`config.mk`:
```
export PLATFORM = sky130hd
export DESIGN_NAME = fetch_sequencer
export DESIGN_NICKNAME = d
export VERILOG_FILES = /design/src/rtl/fetch_sequencer.sv
export SDC_FILE = /design/constraint.sdc
export NUM_CORES = 1
export LEC_CHECK = 0
export BUFFER_PORTS_ARGS = -buffer_cell sky130_fd_sc_hd__buf_4
export CELL_PAD_IN_SITES_DETAIL_PLACEMENT = 1
export CELL_PAD_IN_SITES_GLOBAL_PLACEMENT = 1
export CORE_MARGIN = 4
export CORE_UTILIZATION = 39
export CTS_CLUSTER_DIAMETER = 30
export DETAILED_ROUTE_END_ITERATION = 8
export GPL_TIMING_DRIVEN = 1
export PLACE_DENSITY_LB_ADDON = 0.1
export REMOVE_ABC_BUFFERS = 1
export SYNTH_ARGS = -nofsm -noshare
export SYNTH_HDL_FRONTEND = slang
export SYNTH_SLANG_ARGS = --single-unit
```
`constraint.sdc`:
```
create_clock -name clk -period 2.3 [get_ports clk]
set_clock_uncertainty 0.05 [all_clocks]
set_input_delay 0.46 -clock clk [delete_from_list [all_inputs] [get_ports clk]]
set_output_delay 0.46 -clock clk [all_outputs]
set_load 0.02 [all_outputs]
```
`src/rtl/fetch_sequencer.sv`:
```
// Instruction fetch sequencer: one outstanding imem request, a single held
// instruction toward execute, redirect handling and a sticky misalignment fault.
module fetch_sequencer #(
  parameter logic [31:0] RESET_PC = 32'h0000_0000
) (
  input  logic        clk,
  input  logic        reset,
  output logic        imem_req_valid,
  input  logic        imem_req_ready,
  output logic [31:0] imem_req_addr,
  input  logic        imem_rsp_valid,
  input  logic [31:0] imem_rsp_data,
  output logic        instr_valid,
  input  logic        instr_ready,
  output logic [31:0] instr,
  output logic [31:0] instr_pc,
  input  logic        redirect_valid,
  input  logic [31:0] redirect_pc,
  output logic        fault,
  output logic [31:0] instr_count
);

  typedef enum logic [2:0] {
    S_REQ,
    S_WAIT,
    S_HOLD,
    S_DRAIN,
    S_HALT
  } state_t;

  state_t      r_state;
  state_t      w_state_nxt;
  logic [31:0] r_pc;
  logic [31:0] w_pc_nxt;
  logic [31:0] r_instr;
  logic [31:0] r_instr_pc;
  logic [31:0] r_instr_count;
  logic        r_fault;
  logic        r_active;
  logic        w_load;
  logic        w_redir_ok;
  logic        w_redir_bad;
  logic        w_req_hs;
  logic        w_fire;

  assign w_redir_ok  = redirect_valid && (redirect_pc[1:0] == 2'b00);
  assign w_redir_bad = redirect_valid && (redirect_pc[1:0] != 2'b00);

  // r_active keeps the request low until the first edge after reset release.
  assign imem_req_valid = r_active && (r_state == S_REQ);
  assign imem_req_addr  = r_pc;
  assign w_req_hs       = imem_req_valid && imem_req_ready;
  assign instr_valid    = (r_state == S_HOLD);
  assign w_fire         = instr_valid && instr_ready;
  assign instr          = r_instr;
  assign instr_pc       = r_instr_pc;
  assign fault          = r_fault;
  assign instr_count    = r_instr_count;

  always_comb begin
    w_state_nxt = r_state;
    w_pc_nxt    = r_pc;
    w_load      = 1'b0;
    if ((r_state != S_HALT) && w_redir_bad) begin
      w_state_nxt = S_HALT;
    end else begin
      case (r_state)
        S_REQ: begin
          if (w_redir_ok) begin
            w_pc_nxt = redirect_pc;
            if (w_req_hs) w_state_nxt = S_DRAIN;
          end else if (w_req_hs) begin
            w_state_nxt = S_WAIT;
          end
        end
        S_WAIT: begin
          if (w_redir_ok) begin
            w_pc_nxt    = redirect_pc;
            w_state_nxt = imem_rsp_valid ? S_REQ : S_DRAIN;
          end else if (imem_rsp_valid) begin
            w_load      = 1'b1;
            w_state_nxt = S_HOLD;
          end
        end
        S_HOLD: begin
          if (w_redir_ok) begin
            w_pc_nxt    = redirect_pc;
            w_state_nxt = S_REQ;
          end else if (instr_ready) begin
            w_pc_nxt    = r_pc + 32'd4;
            w_state_nxt = S_REQ;
          end
        end
        S_DRAIN: begin
          if (w_redir_ok) w_pc_nxt = redirect_pc;
          if (imem_rsp_valid) w_state_nxt = S_REQ;
        end
        default: begin
        end
      endcase
    end
  end

  always_ff @(posedge clk or negedge reset) begin
    if (!reset) begin
      r_state  <= S_REQ;
      r_pc     <= RESET_PC;
      r_active <= 1'b0;
      r_fault  <= 1'b0;
    end else begin
      r_state  <= w_state_nxt;
      r_pc     <= w_pc_nxt;
      r_active <= 1'b1;
      if (w_state_nxt == S_HALT) r_fault <= 1'b1;
    end
  end

  always_ff @(posedge clk or negedge reset) begin
    if (!reset) begin
      r_instr    <= '0;
      r_instr_pc <= '0;
    end else if (w_load) begin
      r_instr    <= imem_rsp_data;
      r_instr_pc <= r_pc;
    end
  end

  // Every handshake counts, including one coinciding with a redirect.
  always_ff @(posedge clk or negedge reset) begin
    if (!reset) begin
      r_instr_count <= '0;
    end else if (w_fire) begin
      r_instr_count <= r_instr_count + 32'd1;
    end
  end

endmodule

```
==> metrics.json, run 1 <==
{
  "detailedPlacementHpwl": {"value": 13500, "unit": "um"},
  "adder_and_majority_gate_portion_of_the_synthesized_area": {"value": 0.413, "unit": "%"},
  "sink_count_of_the_clock_tree": {"value": 133},
  "buffer_depth_of_the_longest_clock_path": {"value": 2},
  "async_flop_share": {"value": 100, "unit": "%"},
  "result_of_the_run": {"value": "completed"},
  "cts_max_level": {"value": 4},
  "area_delta_synth_final": {"value": 40.3, "unit": "%"},
  "post_synth_inst_count": {"value": 516},
  "max-vdd-ir-drop": {"value": 0.000503, "unit": "V"},
  "tritoncts": {"value": "yes"},
  "fin_hold_ws": {"value": 0.220, "unit": "ns"},
  "globalRouteOverflowTotal": {"value": 0},
  "critical-path-top-delay-family": {"value": "simple AND/OR/NAND/NOR gates"},
  "final_hold_viol_count": {"value": 0},
  "comb_power_share": {"value": 5.0, "unit": "%"},
  "final-setup-viol-count": {"value": 0},
  "power_density": {"value": 607, "unit": "nW/um^2"},
  "ios": {"value": 201},
  "period_share": {"value": 93.9, "unit": "%"},
  "place.gp.congestion": {"value": 0.817},
  "cts_inserted_buffers": {"value": 17},
  "leakagePower": {"value": 4.27, "unit": "nW"},
  "share_seq_of_total_power": {"value": 46.0, "unit": "%"},
  "setup_repair_after_global_routing_missed_its_margin": {"value": "no"},
  "die_h": {"value": 133, "unit": "um"},
  "initial_utilization": {"value": 39.9, "unit": "%"},
  "via_per_inst": {"value": 5.47},
  "worstHoldPathType": {"value": "input pin to flop"},
  "slew_violations": {"value": 0},
  "layout.cells.most_common": {"value": "buf_4"},
  "switching_share": {"value": 21.1, "unit": "%"},
  "remaining_max_slew_budget_at_the_tightest_pin": {"value": 63.0, "unit": "%"},
  "synth_edf_count": {"value": 0},
  "avgRoutedWirePerCell": {"value": 19.7, "unit": "um"},
  "drtAntennaViolNets": {"value": 0},
  "path_max_fanout": {"value": 8},
  "timing.setup.critical_path_class": {"value": "flop to flop"},
  "top_post_synthesis_cells_by_area": {"value": "dfrtp_1, mux2_2, xnor2_1, a21oi_1, nand3_1"},
  "synth_area_leader_cell": {"value": "dfrtp_1"},
  "firstDrtPassIters": {"value": 4},
  "timing.critical_path.from_type": {"value": "flop"},
  "p_int": {"value": 4.08, "unit": "mW"},
  "path_buf_inv": {"value": 1},
  "yosysUniqueCellTypes": {"value": 60},
  "critical_path_required": {"value": 2.54, "unit": "ns"},
  "critical_path.max_stage_delay": {"value": 0.48, "unit": "ns"},
  "synthesis.yosys.warnings": {"value": 0},
  "grt_max_degree": {"value": 65},
  "dieArea": {"value": 17600, "unit": "um^2"},
  "synth_top_area_share": {"value": 54.9, "unit": "%"},
  "multiplexer_share_of_the_synthesized_area": {"value": 12.2, "unit": "%"},
  "post-place-cells": {"value": 906},
  "most-common-layout-cells": {"value": "buf_4, dfrtp_1, mux2_2"},
  "grt_util_all_layers": {"value": 21.5, "unit": "%"},
  "diodes": {"value": 0},
  "rrSetupSlack": {"value": 0.14, "unit": "ns"},
  "number_of_buffers_added_on_ports": {"value": 200},
  "cp_data_arrival_time": {"value": 2.40, "unit": "ns"},
  "kind_of_capture_point_of_the_worst_setup_path": {"value": "flop"},
  "die_width": {"value": 133, "unit": "um"},
  "initial_antenna_violation_count": {"value": 0},
  "net_switching_power": {"value": 1.09, "unit": "mW"},
  "first_pass_grt_wire_length": {"value": 30300, "unit": "um"},
  "post_synth_xor_area_fraction": {"value": 4.74, "unit": "%"},
  "finish.cell_count_without_fillers": {"value": 936},
  "final_cell_area": {"value": 8510, "unit": "um^2"},
  "design.final.nets": {"value": 810},
  "wirelength": {"value": 18400, "unit": "um"},
  "list_of_cells_traversed_by_the_critical_path": {"value": "nor4bb_1 -> buf_4 -> and4_4 -> and4_2 -> nand4_4 -> xnor2_2"},
  "synth.yosys.seq_area_share": {"value": 54.9, "unit": "%"},
  "synth-compound-area-share": {"value": 10.2, "unit": "%"},
  "core_area": {"value": 15200, "unit": "um^2"},
  "final_period_minus_worst_setup_slack": {"value": 2.16, "unit": "ns"},
  "synth_flop_cell": {"value": "dfrtp_1"},
  "max_freq": {"value": 0.463, "unit": "GHz"},
  "placement.cell_area": {"value": 7960, "unit": "um^2"},
  "largest_family_of_logic_cells_by_synthesized_area": {"value": "simple AND/OR/NAND/NOR gates"},
  "clk-insertion-delay-late": {"value": 0.42, "unit": "ns"},
  "initialDrtViolationCount": {"value": 294},
  "worst_margin_slew": {"value": 0.555, "unit": "ns"},
  "synth_area": {"value": 6070, "unit": "um^2"},
  "grt_pass1_vias": {"value": 5538},
  "yosys_register_bits": {"value": 133},
  "max_cap_violations": {"value": 0},
  "drc_errors": {"value": 0},
  "root_buffer": {"value": "clkbuf_16"},
  "total_vias_in_the_final_route": {"value": 5118},
  "post_synthesis_share_of_cell_area_spent_on_and_or_nand_and_nor_gates": {"value": 15.2, "unit": "%"},
  "drive_above_1_share": {"value": 44.5, "unit": "%"},
  "floorplan.rows": {"value": 45},
  "syn_avg_cell_area": {"value": 11.8, "unit": "um^2"},
  "worst_setup_hold_path_clk_slew": {"value": 0.05, "unit": "ns"},
  "slowest_stage": {"value": "dfrtp_1"},
  "power.share.clock": {"value": 49.0, "unit": "%"}
}
power groups by stage:
stage | Combinational, mW | Sequential (mW) | Clock (mW)
final | 0.259 | 2.38 | 2.53
after global routing | 0.288 | 2.38 | 2.70
after CTS | 0.266 | 2.37 | 2.60
after detailed placement | 0.263 | 2.42 | 0
after global placement | 0.256 | 2.41 | 0
after floorplan | 0.0427 | 2.43 | 0
layer usage:
layer	wire length [um]	track usage (%)
met1	7690	26.7
met4	221	6.70
met3	1020	6.12
met2	9460	36.5
met5	0	0
worst reg2reg max path, delay by kind of cell, from the launching register on:
| kind | cells | cell delay (ns) |
|---|---|---|
| simple gates | 4 | 1.12 |
| flops | 1 | 0.48 |
| buf+inv | 1 | 0.24 |
| xor+xnor | 1 | 0.15 |
cell type report:
type | count | area, um^2
fillers | 1631 | 6690
flip-flops and latches | 133 | 3330
multi-input cells | 355 | 2620
repair buffers | 227 | 1770
clock buffers | 23 | 458
well taps | 188 | 235
clock inverters | 6 | 80.1
inverters | 4 | 15.0
repair_timing:
action,CTS,global route
hold buffers,1,0
endpoints found under the hold margin,54,0
endpoints found under the setup margin,0,1
resized for setup,0,1
buffers inserted,0,0
stage by stage:
stage	utilization, %	setup slack [ns]	power (mW)	setup TNS [ns]
floorplan	-	-0.993	2.47	-43.51
global route	56.0	0.0456	5.36	0
global placement	52.4	0.163	2.67	0
detailed placement	52.4	0.0668	2.68	0
finish	56.0	0.141	5.17	0
CTS	56.0	0.0949	5.24	0
sequential cells by signal, summed over array words and instances, names as in the netlist:
signal	count
imem_req_addr	32
fault	1
r_active	1
r_state	3
instr	32
instr_count	32
instr_pc	32
cells in the mapped netlist (3+ instances only):
cell	number
a211oi_1	6
o22a_1	3
nand2_1	31
clkbuf_1	6
dfrtp_1	133
xnor2_1	23
and2_1	3
and4_1	12
a31oi_1	6
a311oi_1	3
nand3_1	25
o21ai_0	14
xor2_1	8
nor2b_1	4
a2bb2oi_1	6
nor2_1	29
nor4_1	4
nand2b_1	3
inv_1	4
and3_1	7
mux2_2	65
buf_2	14
a21oi_1	27
o22ai_1	8
nor3_1	10
nand4_1	18
cells by family after synthesis:
family,Yosys count
other cells,1
fa+ha+maj,2
xor+xnor,32
simple gates,161
mux,66
compound gates,93
buf+inv,28
flops,133
worst paths after layout:
kind                                      start           endpoint  depth (start not counted)
min in group asynchronous                 reset          instr[12]                          2
max in group asynchronous                 reset        instr_pc[9]                          3
worst max-delay path                 r_state[2]    instr_count[31]                          6
worst min-delay path            redirect_pc[31]  imem_req_addr[31]                          3
worst min register to register            fault              fault                          1
worst max register to register       r_state[2]    instr_count[31]                          6
Power figures use the tool's default switching activity.
==> inputs of run 2 (changes only) <==
==> constraint.sdc (replaced) <==
create_clock -name clk -period 2.3 [get_ports clk]
set_clock_uncertainty 0.05 [all_clocks]
set_input_delay 0.345 -clock clk [delete_from_list [all_inputs] [get_ports clk]]
set_output_delay 0.345 -clock clk [all_outputs]
set_load 0.02 [all_outputs]
==> run 2 against run 1 <==
Against the previous run: combinational power fell by 2%; die area did not move; sequential share of layout area fell by 0.25 points; non-clock buffer count fell by 5; clock power rose by 19%; sequential cell count did not move; hold slack got worse by 0.14 ns; largest power group unchanged; via count fell by 0.59%; register-to-register slack barely moved; global-route usage fell by 0.071 points; final cell count fell by 0.21%; total power rose by 8.9%.
==> metrics.json, run 2 (synthesis results as in run 1) <==
{
  "floorplan.rows": {"value": 45, "change": "unchanged"},
  "path_buf_inv": {"value": 1, "change": "unchanged"},
  "tritoncts": {"value": "yes"},
  "cp_data_arrival_time": {"value": 2.42, "unit": "ns", "change": "+0.02 ns"},
  "final_period_minus_worst_setup_slack": {"value": 2.17, "unit": "ns", "change": "+0.0127 ns"},
  "critical_path.reg2reg.startpoint": {"value": "r_state[0]"},
  "max-vdd-ir-drop": {"value": 0.000491, "unit": "V", "change": "-2.4%"},
  "drtAntennaViolNets": {"value": 0, "change": "unchanged"},
  "grt_util_all_layers": {"value": 21.4, "unit": "%", "change": "-0.071 points"},
  "sink_count_of_the_clock_tree": {"value": 133, "change": "unchanged"},
  "wirelength": {"value": 18300, "unit": "um", "change": "-0.32%"},
  "drc_errors": {"value": 0, "change": "unchanged"},
  "timing.critical_path.from_type": {"value": "flop"},
  "power_density": {"value": 657, "unit": "nW/um^2", "change": "+8.2%"},
  "setup_repair_after_global_routing_missed_its_margin": {"value": "no"},
  "total_vias_in_the_final_route": {"value": 5088, "change": "-0.59%"},
  "core_area": {"value": 15200, "unit": "um^2", "change": "unchanged"},
  "max_freq": {"value": 0.461, "unit": "GHz", "change": "-0.59%"},
  "post-place-cells": {"value": 901, "change": "-0.55%"},
  "result_of_the_run": {"value": "completed"},
  "timing.setup.critical_path_class": {"value": "flop to flop"},
  "first_pass_grt_wire_length": {"value": 30200, "unit": "um", "change": "-0.27%"},
  "initialDrtViolationCount": {"value": 260, "change": "-12%"},
  "ios": {"value": 201, "change": "unchanged"},
  "setup.worst_path.start": {"value": "r_state[0]"},
  "globalRouteOverflowTotal": {"value": 0, "change": "unchanged"},
  "slowest_stage": {"value": "dfrtp_1"},
  "buffer_depth_of_the_longest_clock_path": {"value": 2, "change": "unchanged"},
  "grt_pass1_vias": {"value": 5535, "change": "-0.054%"},
  "cts_max_level": {"value": 4, "change": "unchanged"},
  "final_hold_viol_count": {"value": 0, "change": "unchanged"},
  "drive_above_1_share": {"value": 44.9, "unit": "%", "change": "+0.39 points"},
  "finish.cell_count_without_fillers": {"value": 934, "change": "-0.21%"},
  "area_delta_synth_final": {"value": 41.2, "unit": "%"},
  "path_max_fanout": {"value": 8, "change": "unchanged"},
  "period_share": {"value": 94.4, "unit": "%", "change": "+0.55 points"},
  "list_of_cells_traversed_by_the_critical_path": {"value": "nor4bb_1 -> buf_4 -> and4_4 -> and4_1 -> nand4_4 -> xnor2_2"},
  "critical_path_required": {"value": 2.55, "unit": "ns", "change": "about the same"},
  "remaining_max_slew_budget_at_the_tightest_pin": {"value": 62.2, "unit": "%", "change": "-0.80 points"},
  "hold_path_startpoint": {"value": "redirect_pc[31]"},
  "placement.setup.worst_slack": {"value": 0.179, "unit": "ns", "change": "+0.113 ns"},
  "die_width": {"value": 133, "unit": "um", "change": "unchanged"},
  "post-cts-setup-buffer-count": {"value": 0, "change": "unchanged"},
  "worst_margin_slew": {"value": 0.562, "unit": "ns", "change": "+0.00675 ns"},
  "via_per_inst": {"value": 5.45, "change": "-0.37%"},
  "diodes": {"value": 0, "change": "unchanged"},
  "detailedPlacementHpwl": {"value": 13300, "unit": "um", "change": "-1.3%"},
  "cts_inserted_buffers": {"value": 17, "change": "unchanged"},
  "layout.cells.most_common": {"value": "buf_4"},
  "worstHoldPathType": {"value": "input pin to flop"},
  "root_buffer": {"value": "clkbuf_16"},
  "final-setup-viol-count": {"value": 0, "change": "unchanged"},
  "worst_setup_hold_path_clk_slew": {"value": 0.06, "unit": "ns", "change": "about the same"},
  "design.final.nets": {"value": 805, "change": "-0.62%"},
  "max_cap_violations": {"value": 0, "change": "unchanged"},
  "die_h": {"value": 133, "unit": "um", "change": "unchanged"},
  "kind_of_capture_point_of_the_worst_setup_path": {"value": "flop"},
  "firstDrtPassIters": {"value": 4, "change": "unchanged"},
  "critical-path-top-delay-family": {"value": "simple AND/OR/NAND/NOR gates"},
  "clk-insertion-delay-late": {"value": 0.42, "unit": "ns", "change": "about the same"},
  "setup_ws": {"value": 0.129, "unit": "ns", "change": "-0.0127 ns"},
  "slew_violations": {"value": 0, "change": "unchanged"},
  "leakagePower": {"value": 4.28, "unit": "nW", "change": "+0.22%"},
  "most-common-layout-cells": {"value": "buf_4, dfrtp_1, mux2_2"},
  "post_cts_resize_count": {"value": 0, "change": "unchanged"},
  "avgRoutedWirePerCell": {"value": 19.6, "unit": "um", "change": "-0.11%"},
  "number_of_buffers_added_on_ports": {"value": 200, "change": "unchanged"},
  "fin_hold_ws": {"value": 0.0775, "unit": "ns", "change": "-0.143 ns"},
  "initial_antenna_violation_count": {"value": 0, "change": "unchanged"},
  "dieArea": {"value": 17600, "unit": "um^2", "change": "unchanged"},
  "place.gp.congestion": {"value": 0.837, "change": "+2.6%"},
  "grt_max_degree": {"value": 65, "change": "unchanged"},
  "critical_path.max_stage_delay": {"value": 0.48, "unit": "ns", "change": "about the same"},
  "initial_utilization": {"value": 39.9, "unit": "%", "change": "unchanged"}
}
run 2: final timing paths:
check | to | slack [ns] | cells past startpoint
min in group asynchronous | instr[27] | 0.37 | 2
max reg2reg | instr_count[31] | 0.13 | 6
min reg2reg | fault | 0.43 | 1
max in group asynchronous | instr_pc[8] | 1.09 | 3
max | instr_count[31] | 0.13 | 6
min | imem_req_addr[31] | 0.08 | 3
run 2: power breakdown:
part | leakage [nW] | switching, mW | internal (mW) | total [mW]
sequential | 1.83 | 0.0217 | 2.35 | 2.38
combinational | 2.14 | 0.129 | 0.124 | 0.253
clock | 0.311 | 1.03 | 1.97 | 3.00
total | 4.28 | 1.18 | 4.45 | 5.63
run 2: what timing repair did:
| item | in CTS | in global routing |
|---|---|---|
| endpoints found under the setup margin | 0 | 0 |
| hold endpoints to repair | 39 | 0 |
| hold buffers | 1 | 0 |
run 2: layout make-up:
cell class / instances / area [um^2]
sequential: 133 / 3330
clock buffer: 19 / 453
clock inverter: 13 / 204
tap: 188 / 235
fill: 1637 / 6640
multi-input combinational: 355 / 2620
timing repair buffer: 222 / 1710
inverter: 4 / 15.0
run 2: worst reg2reg max path, cell delays in order, from the launching register on:
cell and delay, ns:
dfrtp_1 0.48, nor4bb_1 0.35, buf_4 0.23, and4_4 0.27, and4_1 0.40, nand4_4 0.14, xnor2_2 0.14
run 2: metal layers:
metal	share of wire [%]	GRT usage [%]	routed length (um)	up-vias
met2	51	36.6	9360	148
met3	5.0	5.48	914	24
met5	0	0	0	-
met4	1.5	6.52	278	0
li1	-	-	-	2345
met1	42	26.9	7790	2571
run 2: per-stage QoR:
step / setup TNS [ns] / power [mW] / util, % / cell area, um^2
finish: 0 / 5.63 / 56.3 / 8560
global route: 0 / 5.83 / 56.3 / 8560
CTS: 0 / 5.71 / 56.3 / 8560
detailed placement: 0 / 2.67 / 52.0 / 7900
global placement: 0 / 2.66 / 52.0 / 7900
floorplan: -43.51 / 2.47 / - / 5940
